[src/rtl/memory_arbiter_ctrl.sv]
// rtl/memory_arbiter_ctrl.sv - two-port round-robin write arbiter with a 16-location sum engine
module memory_arbiter_ctrl #(
  parameter int SUM_W = 12
) (
  input  logic             clk,
  input  logic             reset,
  input  logic             req0_valid,
  input  logic [3:0]       req0_addr,
  input  logic [7:0]       req0_data,
  output logic             req0_ready,
  input  logic             req1_valid,
  input  logic [3:0]       req1_addr,
  input  logic [7:0]       req1_data,
  output logic             req1_ready,
  input  logic             sum_start,
  output logic             sum_busy,
  output logic             sum_done,
  output logic [SUM_W-1:0] sum_result,
  output logic             mem_we,
  output logic [3:0]       mem_waddr,
  output logic [7:0]       mem_wdata,
  output logic [3:0]       mem_raddr1,
  output logic [3:0]       mem_raddr2,
  input  logic [7:0]       mem_rdata1,
  input  logic [7:0]       mem_rdata2
);

  typedef enum logic [1:0] {IDLE, SUM, DONE} state_t;

  state_t           state, state_nxt;
  logic [2:0]       k;
  logic [SUM_W-1:0] acc;
  logic [SUM_W-1:0] result_q;
  logic             prio1;
  logic             grant0, grant1;
  logic [SUM_W-1:0] acc_sum;

  assign acc_sum    = acc + SUM_W'(mem_rdata1) + SUM_W'(mem_rdata2);
  assign sum_result = reset ? '0 : result_q;

  // Everything is forced low while reset is asserted, even before the state register settles.
  always_comb begin
    state_nxt  = state;
    grant0     = 1'b0;
    grant1     = 1'b0;
    req0_ready = 1'b0;
    req1_ready = 1'b0;
    mem_we     = 1'b0;
    mem_waddr  = 4'd0;
    mem_wdata  = 8'd0;
    mem_raddr1 = 4'd0;
    mem_raddr2 = 4'd0;
    sum_busy   = 1'b0;
    sum_done   = 1'b0;
    if (!reset) begin
      case (state)
        IDLE: begin
          if (sum_start) begin
            state_nxt = SUM;
          end else begin
            // prio1 names the requester that wins the next tie
            grant0 = req0_valid && (!req1_valid || !prio1);
            grant1 = req1_valid && !grant0;
          end
        end
        SUM: begin
          sum_busy   = 1'b1;
          mem_raddr1 = {k, 1'b0};
          mem_raddr2 = {k, 1'b1};
          if (k == 3'd7) state_nxt = DONE;
        end
        DONE: begin
          sum_busy  = 1'b1;
          sum_done  = 1'b1;
          state_nxt = IDLE;
        end
        default: state_nxt = IDLE;
      endcase
      if (grant0) begin
        req0_ready = 1'b1;
        mem_we     = 1'b1;
        mem_waddr  = req0_addr;
        mem_wdata  = req0_data;
      end else if (grant1) begin
        req1_ready = 1'b1;
        mem_we     = 1'b1;
        mem_waddr  = req1_addr;
        mem_wdata  = req1_data;
      end
    end
  end

  always_ff @(posedge clk) begin
    if (reset) begin
      state    <= IDLE;
      k        <= 3'd0;
      acc      <= '0;
      result_q <= '0;
      prio1    <= 1'b0;
    end else begin
      state <= state_nxt;
      if (grant0)      prio1 <= 1'b1;
      else if (grant1) prio1 <= 1'b0;
      case (state)
        IDLE: begin
          k   <= 3'd0;
          acc <= '0;
        end
        SUM: begin
          acc <= acc_sum;
          k   <= k + 3'd1;
          if (k == 3'd7) result_q <= acc_sum;
        end
        default: ;
      endcase
    end
  end

endmodule
[config.mk]
export PLATFORM = sky130hd
export DESIGN_NAME = memory_arbiter_ctrl
export DESIGN_NICKNAME = d
export VERILOG_FILES = /design/src/rtl/memory_arbiter_ctrl.sv
export SDC_FILE = /design/constraint.sdc
export NUM_CORES = 1
export LEC_CHECK = 0
export ABC_AREA = 1
export CORE_ASPECT_RATIO = 1.25
export CORE_MARGIN = 2
export CORE_UTILIZATION = 47
export DETAILED_ROUTE_END_ITERATION = 7
export HOLD_SLACK_MARGIN = 0.02
export PLACE_DENSITY_LB_ADDON = 0.12
export SLEW_MARGIN = 0
export SYNTH_ARGS = -nofsm -noshare
export SYNTH_HDL_FRONTEND = slang
export SYNTH_SLANG_ARGS = --single-unit
[constraint.sdc]
create_clock -name clk -period 5.65 [get_ports clk]
set_clock_uncertainty 0.2 [all_clocks]
set_input_delay 1.13 -clock clk [delete_from_list [all_inputs] [get_ports clk]]
set_output_delay 1.13 -clock clk [all_outputs]
set_load 0.005 [all_outputs]
; ---- After elaboration in Yosys (flattened, before gate mapping)
; Index checks and enable logic that the tools add are counted.
[word_totals]
out_inout_bits = 37
elab_cells = 62
regBits = 30
in_bits = 45
[op_classes]
add_sub_neg = 3
reduce_logical = 12
eq_ne = 5
n_mux = 37
[ops]
columns = operator, n
row1 = $mux 4, 7
row2 = $add 12x8->12, 2
row3 = $mux 8, 3
row4 = $pmux 12 s2, 1
row5 = $mux 1, 21
row6 = $mux 12, 1
row7 = $pmux 3 s2, 1
row8 = $mux 2, 2
row9 = $ne 2x2->1 const B, 2
row10 = $pmux 2 s2, 1
row11 = $reduce_and 2->1, 2
row12 = $reduce_bool 2->1, 2
row13 = $add 3x1->3 const B, 1
row14 = $eq 3x3->1 const B, 1
row15 = $logic_not 1->1, 3
row16 = $eq 2x1->1 const B, 1
row17 = $eq 2x2->1 const B, 1
row18 = $logic_and 1x1->1, 2
row19 = $logic_not 2->1, 1
row20 = $reduce_or 2->1, 1
row21 = $logic_or 1x1->1, 1

; ---- Logic depth before layout (Yosys ltp)
; Gate-level depths: netlist of the first run.
[depth]
depth_word = 11
mapped_depth = 16
depth_no_buf = 16

; ---- Worst setup path after synthesis of the first run
; No wires, ideal clock.
[synth_timing]
path_kind = input port to flip-flop
startpoint = input mem_rdata1[1]
endpoint = register result_q[11]
cell_stages = 14
setup_slack_ps = 2416
arrival_ps = 2925
n_path_buf = 0
required_time_ps = 5341
setup_ps = 109
cell_sequence = fa_1 ha_1 inv_1 fa_1 inv_1 nand3_1 nand2_1 nand3_1 nand2_1 nand2_1 nand2_1 nand3_1 nand2_1 inv_1
[synth_via]
elab_chain_cells = 2
[synth_lines]
columns = element, line
row1 = "start, declared", 24  ; input logic [7:0] mem_rdata1,
row2 = $add 12x8->12 (2 in series), 38  ; assign acc_sum = acc + SUM_W'(mem_rdata1) + SUM_W'(mem_rdata2);
row3 = "end signal, assigned", 112  ; if (k == 3'd7) result_q <= acc_sum;
row4 = "end, declared", 33  ; logic [SUM_W-1:0] result_q;
; Every way passes these cells.
; A chain may end at the register's enable or synchronous reset.

; ---- Worst setup path after layout of the first run
[layout_timing]
startpoint = input req0_valid
endpoint = output mem_wdata[2]
[layout_via]
elab_chain_cells = 9
elab_cells_between_ends = 12
cone_classes = mux: 9 / reduce/logical: 3
[layout_lines]
columns = element, line
row1 = "start, declared", 7  ; input logic req0_valid,
row2 = $logic_and 1x1->1 *, 62  ; grant0 = req0_valid && (!req1_valid || !prio1);
row3 = $logic_not 1->1, 63  ; grant1 = req1_valid && !grant0;
row4 = $logic_and 1x1->1, 63
row5 = $mux 1, 58  ; if (sum_start) begin
row6 = $mux 1, 56  ; case (state)
row7 = $mux 1, 55  ; if (!reset) begin
row8 = $mux 8, 84  ; end else if (grant1) begin
row9 = $mux 8 *, 79  ; if (grant0) begin
row10 = $mux 8 *, 55
row11 = "end, declared", 21  ; output logic [7:0] mem_wdata,
; Every way passes the cells marked *; elsewhere a longest branch is shown, timed or not. The select of a mux whose other input is x is not followed.

==> results of run 1 <==
-- flip-flops by register name, summed over array words and instances (netlist names) --
name,count
state,2
acc,12
result_q,12
k,3
prio1,1
-- final cells by class --
| cell class | count | share of cell area [%] |
|---|---|---|
| Clock inverter | 3 | 1.34 |
| Timing Repair Buffer | 82 | 27.2 |
| Tap cell | 58 | 2.42 |
| Clock buffer | 5 | 2.29 |
| Sequential cell | 30 | 20.0 |
| Inverter | 63 | 7.88 |
| Multi-Input combinational cell | 190 | 38.8 |
-- Yosys cell counts (4+ instances only) --
master   instances
inv_2            4
buf_4            5
nor2_1          23
fa_1             9
buf_2            5
inv_1           59
nand2_1         68
a21oi_1         21
nand3_1         12
o21ai_0         14
dfxtp_1         30
ha_1            13
a22o_1          15
-- cell usage in the layout (no fill, tap or decap), drive strengths merged --
cell type       n
clkdlybuf4s50  80
nand2          68
inv            63
dfxtp          30
nor2           26
a21oi          21
a22o           15
o21ai          14
ha             13
nand3          12
fa              9
clkbuf          5
xor2            2
clkinv          2
buf             2
a21boi          2
a32o            1
o31ai           1
nand4           1
o21bai          1
xnor2           1
o22ai           1
a211oi          1
conb            1
bufinv          1
-- worst max-delay path, delay by kind of cell --
kind                   cells  cell delay, ns
AOI/OAI and AO/OA          2            0.35
buffers and inverters      4            1.21
and+or+nand+nor            2            0.17
-- per-layer routing --
metal | vias up | wire (um)
li1 | 1071 | -
met4 | 0 | 65
met1 | 886 | 1900
met2 | 76 | 2430
met5 | - | 0
met3 | 7 | 427
-- worst min-delay path by stage --
stage | from | end | slack [ns] | cells after the start
2_1_floorplan | acc[8] | acc[8] | 0.23 | 2
3_3_place_gp | acc[8] | acc[8] | 0.24 | 2
3_5_place_dp | acc[8] | acc[8] | 0.25 | 2
4_1_cts | acc[8] | acc[8] | 0.26 | 2
5_1_grt | result_q[3] | result_q[3] | 0.27 | 2
6_report | acc[8] | acc[8] | 0.26 | 2
-- cells by family (layout without fill, tap and decap cells) --
group / count (synthesis) / after routing / share of synthesized area, %
compound gates: 57 / 57 / 17.3
xor+xnor: 3 / 3 / 1.26
fa+ha+maj: 22 / 22 / 16.5
buf+inv: 76 / 153 / 15.3
flops: 30 / 30 / 28.8
other cells: 1 / 1 / 0.180
simple gates: 107 / 107 / 20.7
-- power by group --
part           leakage [nW]  switching, W  internal (W)
registers             0.243    0.00000876      0.000224
clock network        0.0579     0.0000841      0.000130
logic                  1.11      0.000129      0.000106
-- per-stage QoR --
stage / power [W] / instance area [um2] / utilization, % / setup WS [ns] / hold slack [ns]
global placement: 0.000468 / 2890 / 66.8 / 1.49 / 0.243
floorplan: 0.000386 / 2080 / - / 2.42 / 0.232
global route: 0.000732 / 3000 / 69.4 / 1.25 / 0.271
detailed placement: 0.000472 / 2890 / 66.8 / 1.44 / 0.249
CTS: 0.000685 / 3000 / 69.4 / 1.44 / 0.260
finish: 0.000681 / 3000 / 69.4 / 1.45 / 0.261
==> flow_summary.json, run 1 <==
{
  "status": "finished, final reports clean",
  "drtPass1Iterations": 4,
  "worstPathCellList": "clkdlybuf4s50_1 > a21boi_1 > inv_1 > nor2_1 > nand2_1 > inv_2 > a22o_1 > clkdlybuf4s50_1",
  "yosysSeqAreaShare_pct": 28.8,
  "antenna_found_initial": 0,
  "tns_ns": 0,
  "clk_pin_slew_ns": 0.07,
  "nets": 439,
  "syn_area_per_cell_um2": 7.04,
  "slew_viol_final": 0,
  "synthFlopType": "dfxtp_1",
  "syn_area_um2": 2080,
  "rsz0062_at_grt": "no",
  "use_met1_pct": 21.9,
  "ctsHtreeMaxLevel": 2,
  "grt_pass1_wl_um": 8420,
  "die_h_um": 78.4,
  "dieArea_um2": 4980,
  "cp-start-kind": "primary input",
  "fin_crit_ns": 4.20,
  "synth_area_leaders": "dfxtp_1 (29%), nand2_1 (12%), inv_1 (11%), fa_1 (8.6%), ha_1 (7.8%)",
  "setup.worst_path.start": "req0_valid",
  "dp_cells": 423,
  "synthDominantCellAreaShare_pct": 28.8,
  "row_count": 27,
  "reg2reg_depth": 14,
  "crit_path_frequent_cell": "clkdlybuf4s50_1",
  "grtUsageMet2_pct": 39.9,
  "track_usage_pct": 21.1,
  "cp_max_fo": 13,
  "cts-hold-fix-buffers": 0,
  "r2r_start": "acc[1]",
  "pin_count": 82,
  "use_met3_pct": 5.87,
  "slowest_stage": "clkdlybuf4s50_1",
  "grt_max_degree": 26,
  "p_leak_nw": 1.42,
  "area_delta_synth_final_pct": 44.0,
  "yosys.area.top_type": "dfxtp_1",
  "arrival_ns": 2.87,
  "worstMarginPinSlew_ns": 0.592,
  "yosys_warnings": 0,
  "overflow": 0,
  "criticalPathCategory": "primary input to primary output",
  "ys_seq_elements": 30,
  "start_util_pct": 48.2,
  "final_cell_count_no_fill": 431,
  "timing.rr.end": "result_q[11]",
  "clock-sinks": 30,
  "cts_made_buffers": 5,
  "clock_latency_ns": 0.28,
  "numPortBuffers": 80,
  "postCtsResizedCells": 0,
  "power.density_nw_per_um2": 227,
  "relSlewSlack_pct": 60.5,
  "finalWirelength_um": 4830,
  "multiInputGateArea_um2": 1160,
  "crit_required_ns": 4.32,
  "max_cap_violations": 0,
  "wl_per_cell_um": 11.2,
  "synth_edf_count": 0,
  "vias": 2040,
  "synth_async_sr_flop_share_pct": 0,
  "root_buffer": "clkbuf_8",
  "regArea_um2": 601,
  "tritoncts": "built",
  "slowest_delay_ns": 0.51,
  "synth_fp_nets": 363,
  "irDropWorstVdd_mv": 0.189,
  "core_area_um2": 4320,
  "post_cts_buffers": 0,
  "synth_cells": 296,
  "drc": 0,
  "cp-end-kind": "primary output",
  "grt_pass1_vias": 2009,
  "drive_above_1_share_pct": 4.56,
  "via_per_inst": 4.73,
  "gp_routability_congestion": 0.838,
  "antenna_left": 0,
  "cts_buffer_depth": 2,
  "grt.busiest_layer": "met2",
  "die_w_um": 63.5,
  "fin_crit_sh_pct": 74.3,
  "fmax_ghz": 0.238,
  "post-dp-hpwl_um": 3960,
  "drtIter0Drc": 46,
  "finalSetupViolCount": 0,
  "crit_end": "mem_wdata[2]",
  "hold_path.class": "register to register",
  "final-hold-violation-count": 0,
  "diodes": 0,
  "rrSetupSlack_ns": 3.07,
  "synthDistinctLibCells": 28,
  "nFillCells": 422
}
No activity file was read; power rests on OpenSTA's default activity.
==> run 2, diff against run 1 <==
--- a/config.mk
+++ b/config.mk
@@ -8,7 +8,7 @@
 export ABC_AREA = 1
 export CORE_ASPECT_RATIO = 1.25
 export CORE_MARGIN = 2
-export CORE_UTILIZATION = 47
+export CORE_UTILIZATION = 40
 export DETAILED_ROUTE_END_ITERATION = 7
 export HOLD_SLACK_MARGIN = 0.02
 export PLACE_DENSITY_LB_ADDON = 0.12
==> constraint.sdc (replaced) <==
create_clock -name clk -period 3.4 [get_ports clk]
set_clock_uncertainty 0.2 [all_clocks]
set_input_delay 0.68 -clock clk [delete_from_list [all_inputs] [get_ports clk]]
set_output_delay 0.68 -clock clk [all_outputs]
set_load 0.005 [all_outputs]
==> run 2 against run 1 <==
Count of clock-buffer cells in the layout rose by 1. Non-clock buffer count did not move. Sequential power rose by 66%. Sequential share of layout area rose by 0.13 points. First-iteration DRC count fell by 35%. Clock power rose by 29%. Die area rose by 16%. Global-route usage fell by 3.4 points. Routed wire length rose by 0.21%. Design area fell by 0.63%. Cell count rose by 0.46%. Hold slack improved by 0.0048 ns.
==> flow_summary.json, run 2 (synthesized netlist as in run 1, its figures left out) <==
{
  "status": "finished, final reports clean",
  "die_w_um": 68.6,
  "grt_pass1_vias": 1946,
  "cts_buffer_depth": 2,
  "final-hold-violation-count": 0,
  "antenna_left": 0,
  "r2r_start": "acc[1]",
  "dp_cells": 427,
  "min_path_cells": 2,
  "layout_common_cells": "clkdlybuf4s50_1 (80), nand2_1 (68), inv_1 (59), dfxtp_1 (30), nor2_1 (23)",
  "core_area_um2": 5040,
  "regArea_um2": 601,
  "cp_max_fo": 13,
  "min_to": "acc[8]",
  "root_buffer": "clkbuf_8",
  "fin_crit_ns": 3.24,
  "diodes": 0,
  "multiInputGateArea_um2": 1160,
  "track_usage_pct": 17.7,
  "post-dp-hpwl_um": 3960,
  "drc": 0,
  "nFillCells": 528,
  "dieArea_um2": 5810,
  "p_leak_nw": 1.40,
  "finalSetupViolCount": 0,
  "final_common_cell": "clkdlybuf4s50_1",
  "wl_met1_um": 1940,
  "slew_viol_final": 0,
  "wl_met2_um": 2350,
  "worstMarginPinSlew_ns": 0.582,
  "rrSetupSlack_ns": 0.88,
  "power.density_nw_per_um2": 354,
  "fmax_ghz": 0.308,
  "vias": 2038,
  "top_regs": "acc x12, result_q x12, k x3",
  "drive_above_1_share_pct": 4.04,
  "ctsHtreeMaxLevel": 2,
  "worstHoldStart": "acc[8]",
  "area_delta_synth_final_pct": 43.1,
  "tritoncts": "built",
  "relSlewSlack_pct": 61.1,
  "via_per_inst": 4.71,
  "reg2reg_depth": 14,
  "gp_routability_congestion": 0.864,
  "start_util_pct": 41.3,
  "pin_count": 82,
  "wl_per_cell_um": 11.2,
  "row_count": 29,
  "cp-end-kind": "primary output",
  "criticalPathCategory": "primary input to primary output",
  "cts_made_buffers": 5,
  "hold_path.class": "register to register",
  "max_cap_violations": 0,
  "die_h_um": 84.7,
  "timing.rr.end": "result_q[11]",
  "final_cell_count_no_fill": 433,
  "nets": 439,
  "drtPass1Iterations": 4,
  "wl_met3_um": 473,
  "drtIter0Drc": 30,
  "arrival_ns": 2.36,
  "grt_max_degree": 28,
  "tns_ns": 0,
  "clock-sinks": 30,
  "cp-start-kind": "primary input",
  "crit_required_ns": 2.52,
  "grt_pass1_wl_um": 7980,
  "fin_crit_sh_pct": 95.4,
  "numPortBuffers": 80,
  "clock_latency_ns": 0.27,
  "irDropWorstVdd_mv": 0.254,
  "overflow": 0,
  "dr.max_layer_used": "met4",
  "finalWirelength_um": 4840,
  "antenna_found_initial": 0,
  "rsz0062_at_grt": "no",
  "clk_pin_slew_ns": 0.05
}
==> run 2: changes by cell type in the layout (fill, tap and decap cells not counted) <==
cell / before / now
bufinv_16: 1 / 0
clkbuf_8: 5 / 6
clkinv_2: 2 / 0
inv_2: 4 / 3
inv_4: 0 / 1
==> run 2: through the flow <==
step                      setup WS [ns]  area, um2  hold WS (ns)  power [W]  util, %
after floorplan                   0.616       2080         0.232   0.000641        -
after global placement           0.0541       2900         0.243   0.000781     57.4
after detailed placement        0.00147       2900         0.257   0.000788     57.4
after CTS                        0.0788       2980         0.267    0.00107     59.0
after global routing             0.0331       2980         0.286    0.00114     59.1
final                             0.156       2980         0.265    0.00106     59.1
==> run 2: how the worst max path moves through the flow <==
stage | from | end | cells past startpoint
finish | req0_valid | mem_waddr[0] | 8
global route | sum_start | mem_wdata[4] | 8
CTS | req0_valid | mem_waddr[0] | 8
detailed placement | mem_rdata1[1] | result_q[11] | 15
global placement | mem_rdata1[1] | result_q[11] | 15
floorplan | mem_rdata1[1] | result_q[11] | 14
==> run 2: where the power goes <==
| part | internal, W | switching (W) | total (W) |
|---|---|---|---|
| Clock | 0.000156 | 0.000121 | 0.000276 |
| Combinational | 0.000177 | 0.000216 | 0.000393 |
| Sequential | 0.000372 | 0.0000141 | 0.000386 |
| Total | 0.000704 | 0.000351 | 0.00106 |
==> run 2: repair_timing <==
item | CTS | global route
buffers inserted | 0 | 0
hold buffers | 0 | 0
endpoints found under the setup margin | 0 | 2
gates resized for setup | 0 | 1
==> run 2: final cells by class <==
type	instances	area share, %
repair buffers	82	27.4
inverters	63	8.02
multi-input cells	190	39.1
well taps	62	2.60
flip-flops and latches	30	20.2
clock buffers	6	2.77
==> run 2: per-layer routing <==
layer,vias to the layer above,GRT usage (%)
li1,1068,-
met1,896,20.1
met2,65,30.9
met3,9,4.42
met4,0,6.55
met5,-,0
==> run 2: worst max-delay path, cell delays in order <==
cell and delay (ns):
clkdlybuf4s50_1 0.46, a21boi_1 0.19, inv_1 0.06, nor2_1 0.08, nand2_1 0.11, inv_4 0.14
a22o_1 0.15, clkdlybuf4s50_1 0.49
